File: config.mk
export PLATFORM = sky130hd
export DESIGN_NAME = fifo_flops
export DESIGN_NICKNAME = d
export VERILOG_FILES = /design/src/rtl/fifo_flops.sv
export SDC_FILE = /design/constraint.sdc
export NUM_CORES = 1
export LEC_CHECK = 0
export ABC_AREA = 1
export ABC_CLOCK_PERIOD_IN_PS = 7900
export CAP_MARGIN = 20
export CORE_MARGIN = 2
export CORE_UTILIZATION = 50
export DETAILED_ROUTE_END_ITERATION = 10
export HOLD_SLACK_MARGIN = 0.05
export PLACE_DENSITY = 0.7
export SLEW_MARGIN = 20
export SYNTH_ARGS = -nofsm -noshare
export SYNTH_HDL_FRONTEND = slang
export SYNTH_SLANG_ARGS = --single-unit
File: constraint.sdc
create_clock -name clk -period 7.9 [get_ports clk]
set_input_delay 0.79 -clock clk [delete_from_list [all_inputs] [get_ports clk]]
set_output_delay 0.79 -clock clk [all_outputs]
set_load 0.005 [all_outputs]
File: src/rtl/fifo_flops.sv
// ---------------------------------------------------------------------------
// fifo_flops
//
// Purpose:
//   Synchronous FIFO whose storage is a flip-flop register array. It has a
//   valid/ready handshake on both the push and pop sides. When the FIFO is
//   empty, a word offered on the push side is visible on the pop side in the
//   same cycle (combinational bypass). If the consumer takes that word in the
//   same cycle, it never touches storage. Registered occupancy and status are
//   reported together with their next-cycle values, so that upstream and
//   downstream credit logic can look one cycle ahead.
//
// Ports:
//   clk         in   1           rising-edge clock
//   rst         in   1           asynchronous, active-high reset
//   push_valid  in   1           producer offers push_data
//   push_ready  out  1           FIFO can accept a word (== !full)
//   push_data   in   DATA_WIDTH  word to push
//   pop_valid   out  1           pop_data is valid (!empty || push_valid)
//   pop_ready   in   1           consumer takes pop_data
//   pop_data    out  DATA_WIDTH  head word, or push_data while empty
//   full        out  1           registered, items == DEPTH
//   full_next   out  1           value full takes after the next edge
//   empty       out  1           registered, items == 0
//   empty_next  out  1           value empty takes after the next edge
//   items       out  CNT_WIDTH   registered count of stored words
//   items_next  out  CNT_WIDTH   items after the next edge
//   slots       out  CNT_WIDTH   registered free entries (DEPTH - items)
//   slots_next  out  CNT_WIDTH   slots after the next edge
// ---------------------------------------------------------------------------
module fifo_flops #(
    parameter int DATA_WIDTH = 8,
    parameter int DEPTH      = 13,
    parameter int CNT_WIDTH  = $clog2(DEPTH + 1)
) (
    input  logic                  clk,
    input  logic                  rst,
    input  logic                  push_valid,
    output logic                  push_ready,
    input  logic [DATA_WIDTH-1:0] push_data,
    output logic                  pop_valid,
    input  logic                  pop_ready,
    output logic [DATA_WIDTH-1:0] pop_data,
    output logic                  full,
    output logic                  full_next,
    output logic                  empty,
    output logic                  empty_next,
    output logic [CNT_WIDTH-1:0]  items,
    output logic [CNT_WIDTH-1:0]  items_next,
    output logic [CNT_WIDTH-1:0]  slots,
    output logic [CNT_WIDTH-1:0]  slots_next
);

    // DEPTH >= 2, so the pointer is always at least one bit wide.
    localparam int PTR_WIDTH = $clog2(DEPTH);
    localparam logic [PTR_WIDTH-1:0] LAST_PTR = PTR_WIDTH'(DEPTH - 1);
    localparam logic [CNT_WIDTH-1:0] DEPTH_CNT = CNT_WIDTH'(DEPTH);

    logic [DATA_WIDTH-1:0] mem [DEPTH];
    logic [PTR_WIDTH-1:0]  rd_ptr;
    logic [PTR_WIDTH-1:0]  wr_ptr;

    logic push_accepted;
    logic pop_accepted;
    logic bypass;
    logic store_push;
    logic store_pop;

    // Handshake and data path. push_ready depends only on the registered
    // full flag, so it has no combinational path from pop_ready. While the
    // FIFO is empty, the pop side shows the push side directly.
    always_comb begin
        push_ready    = !full;
        pop_valid     = !empty || push_valid;
        pop_data      = empty ? push_data : mem[rd_ptr];

        push_accepted = push_valid && push_ready;
        pop_accepted  = pop_valid && pop_ready;

        // A word pushed into an empty FIFO and consumed in the same cycle
        // goes straight through. Neither storage nor the counters see it.
        bypass        = empty && push_valid && pop_ready;
        store_push    = push_accepted && !bypass;
        store_pop     = pop_accepted && !empty;
    end

    // Next-cycle occupancy. A stored push can only happen below DEPTH and a
    // stored pop only above zero, so the counter never wraps.
    always_comb begin
        items_next = items + CNT_WIDTH'(store_push) - CNT_WIDTH'(store_pop);
        slots_next = DEPTH_CNT - items_next;
        full_next  = (items_next == DEPTH_CNT);
        empty_next = (items_next == '0);
    end

    // Pointers and status registers. All status flags load from their
    // *_next values, so they can never disagree with each other. Pointers
    // wrap explicitly at DEPTH-1 because DEPTH need not be a power of two.
    always_ff @(posedge clk or posedge rst) begin
        if (rst) begin
            rd_ptr <= '0;
            wr_ptr <= '0;
            items  <= '0;
            slots  <= DEPTH_CNT;
            full   <= 1'b0;
            empty  <= 1'b1;
        end else begin
            if (store_push) begin
                wr_ptr <= (wr_ptr == LAST_PTR) ? '0 : wr_ptr + 1'b1;
            end
            if (store_pop) begin
                rd_ptr <= (rd_ptr == LAST_PTR) ? '0 : rd_ptr + 1'b1;
            end
            items <= items_next;
            slots <= slots_next;
            full  <= full_next;
            empty <= empty_next;
        end
    end

    // Storage array. It is deliberately left out of reset: after a reset the
    // pointers and counters mark every entry as free, so the stale contents
    // can never be observed.
    always_ff @(posedge clk) begin
        if (store_push) begin
            mem[wr_ptr] <= push_data;
        end
    end

endmodule

# Yosys cells after proc, flatten, opt, wreduce, memory -nomap -nowiden
# Memory sizes are Yosys's and may differ from the RTL's.
# Index checks and enable logic that the tools add are counted.
# Widths: inputs -> output; s select.
[word_totals]
n_memories = 1
ram_bits = 104
in_bits = 12
register_bits = 18
[classes]
muxes = 5
reduce_logical = 11
add_sub_neg = 5
eq_ne = 3
[mem_list]
columns = ["name", "depth", "word_bits", "read_ports", "rd_clocked_by_memory_dff", "write_ports", "line", "text"]
rows = [
  ["mem", 13, 8, 1, 0, 1, "59", "logic [DATA_WIDTH-1:0] mem [DEPTH];"],
]
[op_table]
columns = ["cell", "count"]
rows = [
  ["$eq 4x4->1 const B", 3],
  ["$add 4x1->4 const B", 2],
  ["$mux 4", 2],
  ["$mux 8", 1],
  ["$logic_and 1x1->1", 6],
  ["$add 4x1->4", 1],
  ["$logic_not 4->1", 1],
  ["$sub 4x1->4", 1],
  ["$sub 4x4->4 const A", 1],
  ["$logic_not 1->1", 3],
  ["$mux 1", 2],
  ["$logic_or 1x1->1", 1],
]

# Longest topological paths before layout
# Gate-level depths: netlist of run 1.
[logic_depth]
word_depth = 7
depth_mapped = 14
depth_no_buf = 13

# Least setup slack after synthesis of run 1
# OpenSTA, ideal clock, no wires.
[synth_path]
path_kind = "input to output"
from = "input pop_ready"
to = "output full_next"
t_arrival_ps = 2809
required_ps = 7110
setup_slack_ps = 4301
n_path_buf = 1
path_stages = 11
cell_sequence = "nand2_1 -> nand3_1 -> buf_2 -> ha_1 -> inv_1 -> ha_1 -> fa_1 -> xor2_1 -> ha_1 -> nand2_1 -> nor2_1"
[synth_between]
elab_chain_len = 6
word_cells_on_any_way = 8
cone_classes = "add/sub (2); eq/ne (1); reduce/logical (5)"
[synth_rtl]
columns = ["element", "line", "text"]
rows = [
  ["from (decl)", "42", "input logic pop_ready,"],
  ["$logic_and 1x1->1", "82", "bypass = empty && push_valid && pop_ready;"],
  ["$logic_not 1->1", "83", "store_push = push_accepted && !bypass;"],
  ["$logic_and 1x1->1", "83", ""],
  ["$add 4x1->4", "90", "items_next = items + CNT_WIDTH'(store_push) - CNT_WIDTH'(store_pop);"],
  ["$sub 4x1->4 (*)", "90", ""],
  ["net items_next[2]", "49", "output logic [CNT_WIDTH-1:0] items_next,"],
  ["$eq 4x4->1 (*)", "92", "full_next = (items_next == DEPTH_CNT);"],
  ["to (decl)", "45", "output logic full_next,"],
]
# Mark *: on every way through the listed nets, which the timed path passes. The rest lies on a longest branch.

# Final worst setup path of run 1
[layout_path]
from = "input push_valid"
to = "output full_next"
[layout_between]
elab_chain_len = 7
word_cells_on_any_way = 11
cone_classes = "add/sub (2); eq/ne (1); reduce/logical (8)"
[layout_rtl]
columns = ["element", "line", "text"]
rows = [
  ["from (decl)", "38", "input logic push_valid,"],
  ["$logic_and 1x1->1 (2 in a row)", "82", ""],
  ["$logic_not 1->1", "83", ""],
  ["$logic_and 1x1->1", "83", ""],
  ["$add 4x1->4", "90", ""],
  ["$sub 4x1->4 (*)", "90", ""],
  ["$eq 4x4->1 (*)", "92", ""],
]
# Every way passes the cells marked *; elsewhere a longest branch is shown, timed or not.

==> impl_summary.md, run 1 <==
GRT
Entering global routing, the biggest net connects between 50 and 60 pins. The via count of the first global-routing pass is between 3,000 and 4,000. The overall fraction of global-route tracks in use is between 20% and 30%. The number of antenna violations at the first check in global routing is 0. The final global-route overflow total is 0. The first-pass GRT wire length is approximately 19 mm.

Layout
Summing all non-filler instances in the final layout gives an area of around 6600 sq um. From synthesis to final layout, the design area changed by 20.3%. The library cells used most frequently in the layout, excluding fill and tap cells, are nand2_1, edfxtp_1, nand3_1. At the end of the flow, the number of nets in the layout was 607. The layout filler cell count is between 800 and 900. The total inserted antenna cells is 0. Leaving out fill and tap cells, the most frequent cell in the layout is nand2_1. The ratio of cells with drive above 1 in the final layout is ~8.6%.

STA
The setup TNS after final layout is 0 ns. The total count of max-transition violations in the final report was 0. The relative slew slack is between 30% and 40%. The maximum clock skew at final layout is between 0.009 and 0.01 ns. The clock period minus final worst setup slack is 4.86 ns. The slew at the pin closest to its max-slew limit is just over 0.9 ns. The count of final hold-check violations was 0. Setup violations remaining at the end of the flow were counted as 0.

Derived from the worst setup path, the maximum achievable clock frequency is just over 200 MHz. Setup repair after global routing left no endpoint under its margin. Of the available clock period, the critical path in the final layout requires approximately three fifths. The post-layout worst setup margin is around 3.0 ns.

Detailed routing
The routed layout has about 3,800 vias. The count of routing violations after the opening detailed-route iteration is 288. The routed metal-1 wire length is ~5.2 mm.

The routed wire length on met3 is about 700 um. The iteration count of the initial detailed-routing pass is 4. The final wirelength is 11.9 mm.

The top metal layer carrying routed signals is met4. The count of unresolved DRC violations after routing is 0. The post-detailed-route count of antenna-violating nets is 0.

Detailed routing placed a total of between 5 and 6 mm of wire on met2. The average detailed-routed wire length per instance is roughly 16 um. The via density per instance is between 5 and 6.

Logic synthesis
By area the synthesized netlist is led by edfxtp_1, nand2_1, nand3_1, dfrtp_1, inv_1. Of the post-synthesis cell area, the dominant cell type holds a little under three fifths. The sequential area share after synthesis is around two thirds. The top cell type by total area after synthesis is edfxtp_1. During synthesis, Yosys emitted a total of 0 warnings. Dividing the synthesized area by the synthesized cell count gives between 10 and 15 sq um. The synthesized netlist occupies a cell area of ~5500 sq um. When the netlist entered floorplanning its net count stood at 560.

The number of different library cells used by synthesis comes to 22. After synthesis the netlist holds a flip-flop and latch count of 121. The number of standard cells after synthesis is 535.

Die
In this run the count of I/O pins placed on the die edge is between 40 and 50. The region available for standard cell placement spans ~11,000 sq um. The standard-cell row count is 38. In this run the vertical extent of the chip is about 110 um. The overall die area is roughly 12,000 sq um. The initial core utilization is 50.9%. The die is approximately 110 um wide.

Setup path
The critical-path cell with the highest stage delay is clkdlybuf4s50_1. The worst path required time is slightly above 7 ns. The signal on the critical path passes through clkdlybuf4s50_1 > nand3_1 > ha_1 > inv_1 > ha_1 > fa_1 > xor2_1 > ha_1 > nand2_1 > nor2_1 > clkdlybuf4s50_1. The critical path is of the in -> out type. The family with the most delay on the worst path is adder cells.

The arrival time of data at the critical path endpoint is between 4 and 5 ns. The largest stage delay on the critical path is approximately 0.52 ns. The highest net fanout along the worst path is 17.

The startpoint class of the critical path is a primary input. Setup slack on the worst reg-to-reg path comes out at between 5 and 6 ns. The number of buffers and inverters on the critical path is 3. STA classifies the critical path endpoint as an output port. The most numerous cell type found on the critical path is ha_1.

Placed design
At the end of routability-driven placement, the weighted congestion stood at 0.830. The half-perimeter wire length after placement is between 7 and 8 mm. The worst slack at placement is 3.06 ns.

The total of buffers placed on input and output ports is slightly above 40. The cell area after placement is between 5000 and 6000 sq um.

Power
In this run the static leakage power is roughly 2.8 nW. The power per standard cell area is just over 400 nW/um^2. Summing internal, switching and leakage power gives 2.67 mW. VDD sags by at most ~0.00045 V.

CTS
The later pin in the worst-skew pair is clocked with a latency of 0.52 ns. The clock-pin slew of the registers on the worst-case setup and hold paths is 0.06 ns. The count of H-tree levels built during CTS is 4. Clock tree synthesis selected as its root buffer the cell clkbuf_8. Counting the buffers created by CTS gives 17. Counting along the longest clock path gives a buffer depth of 2.

The clock net in this run drives a total of ~120 sinks. The post-CTS setup buffer count is 0. Gates resized during post-CTS repair numbered 0. After clock tree synthesis, the flow added hold-fix buffers numbering 0. The clock tree from TritonCTS is built.

Min path
The class of the tightest hold or removal check is reg -> reg.

Run status
The flow ran to the end, and the final reports show no timing, DRC or antenna violations.

Job
The number of violations of the max-capacitance limit is 0.
synth_stat cells, drive strengths merged:
master / instances
o21ai: 5
or2: 1
nand4: 1
dfrtp: 13
edfxtp: 104
fa: 1
dfstp: 4
nor3: 12
nand2: 145
nand3: 88
nor2: 19
xor2: 6
clkinv: 1
ha: 12
a21oi: 10
buf: 24
inv: 89
metrics by stage:
| step | utilization (%) | hold WS [ns] | instances |
|---|---|---|---|
| after global placement | 55.5 | 0.559 | 703 |
| after CTS | 61.2 | 0.600 | 735 |
| after global routing | 61.2 | 0.626 | 735 |
| final | 61.2 | 0.594 | 735 |
| after floorplan | - | 0.527 | 535 |
| after detailed placement | 55.5 | 0.583 | 703 |
registers in the layout (all words and copies together) (netlist names):
register / cells
full: 1
rd_ptr: 4
wr_ptr: 4
slots: 4
items: 3
empty: 1
mem: 104
metal layers:
| metal | vias to the layer above | track usage [%] |
|---|---|---|
| met5 | - | 0 |
| met4 | 0 | 9.43 |
| met3 | 18 | 4.90 |
| met2 | 119 | 35.1 |
| met1 | 1820 | 27.8 |
| li1 | 1836 | - |
area by class of cell:
| cell class | instances | area, sq um | area share [%] |
|---|---|---|---|
| Sequential cell | 121 | 3550 | 53.8 |
| Clock buffer | 24 | 470 | 7.12 |
| Timing Repair Buffer | 52 | 493 | 7.46 |
| Tap cell | 140 | 175 | 2.65 |
| Inverter | 90 | 338 | 5.12 |
| Multi-Input combinational cell | 300 | 1430 | 21.6 |
| Clock inverter | 8 | 144 | 2.18 |
power breakdown:
| part | internal (mW) | leakage, nW | switching [mW] |
|---|---|---|---|
| Sequential | 0.800 | 1.14 | 0.0864 |
| Clock | 0.536 | 0.303 | 0.260 |
| Combinational | 0.436 | 1.37 | 0.549 |
| Total | 1.77 | 2.81 | 0.895 |
path summary, 6_finish.rpt:
path,from,to,cells after the start
max in group asynchronous,rst,rd_ptr[1],2
min reg2reg,items[0],items[0],1
min in group asynchronous,rst,full,2
max reg2reg,full,full,10
max,push_valid,full_next,11
min,items[0],items[0],1
kinds of logic (layout without fill, tap and decap cells):
| logic type | Yosys count | count (layout) | synth area share (%) |
|---|---|---|---|
| simple gates | 266 | 266 | 20.6 |
| flops | 121 | 121 | 64.7 |
| buf+inv | 114 | 174 | 9.25 |
| compound gates | 15 | 15 | 1.37 |
| fa+ha+maj | 13 | 13 | 3.10 |
| xor+xnor | 6 | 6 | 0.957 |
Note: power is estimated with default switching activity, not from simulation.
==> run 2: changes to the inputs <==
--- a/config.mk
+++ b/config.mk
@@ -6,7 +6,7 @@
 export NUM_CORES = 1
 export LEC_CHECK = 0
 export ABC_AREA = 1
-export ABC_CLOCK_PERIOD_IN_PS = 7900
+export ABC_CLOCK_PERIOD_IN_PS = 4900
 export CAP_MARGIN = 20
 export CORE_MARGIN = 2
 export CORE_UTILIZATION = 50
==> constraint.sdc (replaced) <==
create_clock -name clk -period 4.9 [get_ports clk]
set_input_delay 0.49 -clock clk [delete_from_list [all_inputs] [get_ports clk]]
set_output_delay 0.49 -clock clk [all_outputs]
set_load 0.005 [all_outputs]
==> run 2 against run 1 <==
  * Worst setup slack got worse by 2.2 ns
  * Combinational power grew 62%
  * Largest cell class unchanged
  * Total power rose by 60%
  * Sequential power is 61% higher
  * Non-clock buffer count is 1 higher
  * Sequential cell count is the same
  * First-iteration DRC count up 28%
  * Largest power group unchanged
  * Cell count unchanged
  * Hold slack worse by 0.20 ns
  * Clock skew fell by 0.00090 ns
  * Die area unchanged
  * Critical path depth stayed put
==> impl_summary.md, run 2 (synthesis results as in run 1) <==
Power
The leakage power is 2.80 nW (was 2.81 nW). The power per standard cell area came to 649 nW/um^2 (was 404 nW/um^2). The largest voltage drop on the vdd net was 0.000806 V (was 0.000448 V).

STA
After layout, the worst path uses between 80% and 90% of the clock period. The slew at the pin closest to its max-slew limit came to 1.11 ns (was 0.927 ns). The relative slew slack is 26.3% (was 38.0%). The final setup violation count is 0 (unchanged). The count of final hold-check violations was 0 (unchanged). The clock period minus final worst setup slack is between 4 and 5 ns. The post-layout worst setup margin is 0.863 ns (was 3.04 ns). The total count of max-transition violations in the final report is 0 (unchanged). Static timing analysis puts the maximum clock frequency at ~250 MHz. The setup TNS after final layout is 0 ns (unchanged). The maximum clock skew at final layout is 0.00813 ns (was 0.00903 ns).

RSZ-0062 raised after global routing: false (unchanged).

Setup path
Worst-path cell chain: clkdlybuf4s50_1 > inv_1 > nor2_1 > ha_1 > inv_1 > ha_1 > fa_1 > inv_1 > nand2_1 > nor3_1 > clkdlybuf4s50_1 (was clkdlybuf4s50_1 > nand3_1 > ha_1 > inv_1 > ha_1 > fa_1 > xor2_1 > ha_1 > nand2_1 > nor2_1 > clkdlybuf4s50_1). The kind of capture point of the worst setup path is an output port (unchanged). The largest stage delay on the critical path came to 0.59 ns (was 0.52 ns).

The most frequent cell on the critical path is inv_1 (was ha_1). The worst path required time is 4.41 ns (was 7.11 ns). The number of cells on the worst reg-to-reg path is 11 (was 10). The critical-path cell with the highest stage delay is clkdlybuf4s50_1 (unchanged). The highest net fanout along the worst path came to 9 (was 17).

The arrival time of data at the critical path endpoint is 3.55 ns (was 4.07 ns). The startpoint class of the critical path is a primary input (unchanged). The class of the most critical setup path is in -> out (unchanged).

Detailed routing
The count of routing violations after the opening detailed-route iteration is 368 (was 288). The via density per instance is 5.20 (was 5.16). The average detailed-routed wire length per instance is 16.8 um (was 16.2 um). The final wirelength is 12.4 mm (was 11.9 mm).

The number of vias in the routed layout came to 3,822 (was 3,793). The count of unresolved DRC violations after routing is 0 (unchanged). The iteration count of the initial detailed-routing pass was 5 (was 4). The post-detailed-route count of antenna-violating nets was 0 (unchanged).

GRT
The met1 usage in global routing is 29.2% (was 27.8%). The first-pass GRT wire length is 19.7 mm (was 18.6 mm). The met2 usage in global routing was 37.3% (was 35.1%). The overall fraction of global-route tracks in use came to 23.0% (was 21.6%). The final global-route overflow total is 0 (unchanged). The via count of the first global-routing pass is 3,779 (was 3,589). The number of antenna violations at the first check in global routing came to 0 (unchanged). The met3 track demand over resource is 6.99% (was 4.90%).

The pin count of the biggest net entering global routing is 52 (unchanged). The most heavily used metal layer in global routing is met2 (unchanged).

CTS
The count of hold buffers inserted by post-cts repair is 0 (unchanged). The clock tree from TritonCTS is built (unchanged). The insertion delay to the later sink of the worst-skew pair is 0.52 ns (about the same). The count of H-tree levels built during CTS came to 4 (unchanged).

The post-CTS setup buffer count was 0 (unchanged). The clock-pin slew of the registers on the worst-case setup and hold paths is 0.06 ns (about the same). The number of buffers created by CTS was 17 (unchanged). The number of cells upsized or downsized after cts is 0 (unchanged).

The buffer type at the clock tree root is clkbuf_8 (unchanged). The maximum clock insertion buffer count is 2 (unchanged). The number of clock sinks is 121 (unchanged).

Layout
The number of nets in the layout is 608 (was 607). The ratio of cells with drive above 1 in the final layout was 8.07% (was 8.57%). The total inserted antenna cells is 0 (unchanged). The area occupied by registers was 3550 sq um (about the same). The layout filler cell count is 851 (was 852). Commonest cells after routing, fill and taps aside: nand2_1, edfxtp_1, nand3_1 (unchanged). The register with the highest flop count was mem (unchanged).

The number of flip-flops in the largest register is 104 (unchanged). The area growth from synthesis to layout is 19.8% (was 20.3%). The most common cell after layout, fill and taps aside is nand2_1 (unchanged). The area occupied by multi-input gates is 1430 sq um (unchanged).

Run status
Status: finished clean (unchanged).

Die
The placeable core region is 10,800 sq um (unchanged). The standard-cell row count is 38 (unchanged). The height of the chip is 109 um (unchanged). The initial core utilization was 50.9% (unchanged). The overall die area is 11,800 sq um (unchanged). The width of the chip is 109 um (unchanged). The count of boundary I/O pins is 42 (unchanged).

Placed design
The half-perimeter wire length after placement is 7.49 mm (was 7.29 mm). The placer's final routability congestion estimate is 0.784 (was 0.830). The total of buffers placed on input and output ports is 41 (unchanged).

The worst slack at placement is 0.884 ns (was 3.06 ns).

Job
The number of violations of the max-capacitance limit was 0 (unchanged).

Min path
The class of the tightest hold or removal check is in -> async (was reg -> reg).
[run 2: changes by cell type in the layout (fill, tap and decap cells not counted), sizes merged]
cell,delta
clkbuf,-3
clkinv,+2
buf,+1
[run 2: layer usage]
layer	vias to the layer above	share of wire, %
met1	1798	42
met4	0	2.3
met2	157	49
met3	29	7.0
met5	-	0
li1	1838	-
[run 2: critical path: cells and delay by family]
family / cells / cell delay (ns)
fa+ha+maj: 3 / 1.01
buf+inv: 5 / 1.27
simple gates: 3 / 0.77
[run 2: layout make-up]
type / instances / area share [%]
flip-flops and latches: 121 / 54.0
multi-input cells: 300 / 21.7
repair buffers: 53 / 7.61
clock buffers: 21 / 6.53
inverters: 90 / 5.14
well taps: 140 / 2.66
clock inverters: 10 / 2.30
[run 2: worst paths after layout]
path	startpoint	end	slack, ns
max	pop_ready	empty_next	0.86
max in group asynchronous	rst	items[0]	4.07
min in group clk	wr_ptr[3]	wr_ptr[3]	0.62
min	rst	wr_ptr[2]	0.39
min reg2reg	wr_ptr[3]	wr_ptr[3]	0.62
max reg2reg	empty	full	2.35
[run 2: per-stage QoR]
stage / cells / util, % / power [mW] / hold WS, ns / cell area (sq um)
2_1_floorplan: 535 / - / 2.35 / 0.413 / 5490
3_3_place_gp: 704 / 55.6 / 2.99 / 0.562 / 6000
3_5_place_dp: 704 / 55.6 / 3.03 / 0.579 / 6000
4_1_cts: 735 / 60.9 / 4.29 / 0.386 / 6580
5_1_grt: 735 / 60.9 / 4.53 / 0.422 / 6580
6_report: 735 / 60.9 / 4.27 / 0.389 / 6580
[run 2: where the power goes]
group | internal (mW) | leakage [nW] | switching, mW | total [mW]
Sequential | 1.29 | 1.14 | 0.142 | 1.43
Clock | 0.816 | 0.285 | 0.420 | 1.24
Combinational | 0.706 | 1.38 | 0.893 | 1.60
==> run 3: changes to the inputs <==
--- a/config.mk
+++ b/config.mk
@@ -6,13 +6,13 @@
 export NUM_CORES = 1
 export LEC_CHECK = 0
 export ABC_AREA = 1
-export ABC_CLOCK_PERIOD_IN_PS = 4900
+export ABC_CLOCK_PERIOD_IN_PS = 3590
 export CAP_MARGIN = 20
 export CORE_MARGIN = 2
 export CORE_UTILIZATION = 50
 export DETAILED_ROUTE_END_ITERATION = 10
 export HOLD_SLACK_MARGIN = 0.05
-export PLACE_DENSITY = 0.7
+export PLACE_DENSITY = 0.73
 export SLEW_MARGIN = 20
 export SYNTH_ARGS = -nofsm -noshare
 export SYNTH_HDL_FRONTEND = slang
==> constraint.sdc (replaced) <==
create_clock -name clk -period 3.59 [get_ports clk]
set_input_delay 0.359 -clock clk [delete_from_list [all_inputs] [get_ports clk]]
set_output_delay 0.359 -clock clk [all_outputs]
set_load 0.005 [all_outputs]
==> run 3 against run 2 <==
  * Cell area increased by 2.0%
  * Largest cell class unchanged
  * Register-to-register slack worse by 0.93 ns
  * Sequential share of layout area shrank 1.0 points
  * Clock-buffer cell count is 4 lower
  * First-iteration DRC count is 14% lower
  * Critical path type is now reg -> out
  * Via count rose by 2.4%
  * Critical path depth down 2
==> impl_summary.md, run 3 (synthesis results as in run 1) <==
Run status
Status: finished clean (unchanged).

Placed design
The half-perimeter wire length after placement was 7.75 mm (was 7.49 mm). The number of cells in the design after placement was 707 (was 704). The cell area after placement is 6020 sq um (was 6000 sq um). The total of buffers placed on input and output ports was 41 (unchanged). The placer's final routability congestion estimate is 0.827 (was 0.784).

Detailed routing
The average detailed-routed wire length per instance is 16.9 um (was 16.8 um). The count of routing violations after the opening detailed-route iteration is 318 (was 368). The count of unresolved DRC violations after routing was 0 (unchanged). The post-detailed-route count of antenna-violating nets came to 0 (unchanged).

The final wirelength is 12.6 mm (was 12.4 mm). The iteration count of the initial detailed-routing pass is 6 (was 5). The number of vias in the routed layout is 3,915 (was 3,822). The via density per instance is 5.27 (was 5.20).

CTS
The count of hold buffers inserted by post-cts repair came to 0 (unchanged). The buffer type at the clock tree root is clkbuf_8 (unchanged). The clock-pin slew of the registers on the worst-case setup and hold paths is 0.06 ns (about the same). The maximum clock insertion buffer count is 2 (unchanged). The clock tree from TritonCTS was built (unchanged). The count of H-tree levels built during CTS was 4 (unchanged). The insertion delay to the later sink of the worst-skew pair came to 0.52 ns (about the same).

The number of buffers created by CTS is 17 (unchanged). The number of clock sinks was 121 (unchanged).

GRT
The first-pass GRT wire length is 19.4 mm (was 19.7 mm). The via count of the first global-routing pass is 3,854 (was 3,779). The overall fraction of global-route tracks in use came to 22.4% (was 23.0%). The number of antenna violations at the first check in global routing is 0 (unchanged). The final global-route overflow total came to 0 (unchanged). The pin count of the biggest net entering global routing came to 52 (unchanged).

Die
The height of the chip is 109 um (unchanged). The initial core utilization came to 50.9% (unchanged). The width of the chip came to 109 um (unchanged). The count of boundary I/O pins is 42 (unchanged).

The placeable core region is 10,800 sq um (unchanged). The overall die area is 11,800 sq um (unchanged). The standard-cell row count is 38 (unchanged).

Setup path
The highest net fanout along the worst path was 5 (was 9). The kind of capture point of the worst setup path is an output port (unchanged). The startpoint class of the critical path was a register (was primary input). The register-to-register setup slack is 1.42 ns (was 2.35 ns). The class of the most critical setup path is reg -> out (was in -> out). The worst path required time came to 3.23 ns (was 4.41 ns). The arrival time of data at the critical path endpoint was 3.11 ns (was 3.55 ns).

STA
The clock period could shrink to about 3.5 ns. The final setup violation count is 0 (unchanged). The upper clock frequency limit is about 290 MHz. The setup TNS after final layout came to 0 ns (unchanged). The maximum clock skew at final layout is 0.00796 ns (was 0.00813 ns). The worst path uses between 90% and 100% of the clock period. The slew at the pin closest to its max-slew limit is 0.916 ns (was 1.11 ns).

The post-route worst hold slack is 0.231 ns (was 0.389 ns). The count of final hold-check violations was 0 (unchanged). The relative slew slack came to 38.7% (was 26.3%). The total count of max-transition violations in the final report is 0 (unchanged).

Layout
The register with the highest flop count is mem (unchanged). The total inserted antenna cells is 0 (unchanged). The ratio of cells with drive above 1 in the final layout was 11.3% (was 8.07%).

The final instance area is 6710 sq um (was 6580 sq um). The non-filler instance count after layout is 743 (was 735). The number of flip-flops in the largest register is 104 (unchanged). The most common cell after layout, fill and taps aside is nand2_1 (unchanged). Commonest cells after routing, fill and taps aside: nand2_1, edfxtp_1, nand3_1 (unchanged). The area growth from synthesis to layout is 22.1% (was 19.8%).

The number of nets in the layout is 615 (was 608).

Power
The power per standard cell area came to 902 nW/um^2 (was 649 nW/um^2). The overall power is 6.05 mW (was 4.27 mW). The largest voltage drop on the vdd net was 0.00114 V (was 0.000806 V). The leakage power is 2.88 nW (was 2.80 nW).

Job
The number of violations of the max-capacitance limit is 0 (unchanged).

Min path
The class of the tightest hold or removal check is in -> async (unchanged).
-- run 3: through the flow --
stage	worst slack [ns]	util (%)
finish	0.120	62.1
global route	-0.0222	62.1
CTS	0.00287	61.6
detailed placement	0.0823	55.8
global placement	0.136	55.8
floorplan	0.782	-
-- run 3: timing repair --
action | in CTS | in global routing
resized for setup | 1 | 9
setup buffers | 1 | 3
endpoints found under the setup margin | 3 | 4
pin swaps | 1 | 1
-- run 3: final cells by class --
cell class / count / area [sq um]
Sequential cell: 121 / 3550
Fill cell: 808 / 4090
Multi-Input combinational cell: 300 / 1460
Inverter: 90 / 338
Clock buffer: 17 / 414
Clock inverter: 15 / 200
Tap cell: 140 / 175
Timing Repair Buffer: 60 / 561
-- run 3: power by group --
group	switching (mW)	internal, mW
combinational	1.35	1.06
clock	0.619	1.13
sequential	0.139	1.76
-- run 3: critical path, stage by stage (launching register included) --
cell and delay [ns]:
dfstp_2 0.55, nor2_1 0.07, ha_1 0.27, inv_1 0.04
ha_2 0.18, fa_2 0.40, xor2_4 0.21, ha_2 0.30
inv_1 0.07, clkdlybuf4s50_1 0.50
-- run 3: layer usage --
metal,routed length (um),up-vias,global-route usage [%]
li1,-,1849,-
met1,4950,1846,28.2
met2,6450,189,37.9
met3,850,31,4.78
met4,327,0,8.97
met5,0,-,0
-- run 3: final timing paths --
check | cells past startpoint | end | start
worst max-delay path | 9 | slots_next[2] | empty
worst min-delay path | 2 | full | rst
worst max register to register | 10 | slots[3] | empty
worst min register to register | 2 | wr_ptr[0] | wr_ptr[0]
max in group asynchronous | 2 | wr_ptr[2] | rst
min in group clk | 2 | wr_ptr[0] | wr_ptr[0]
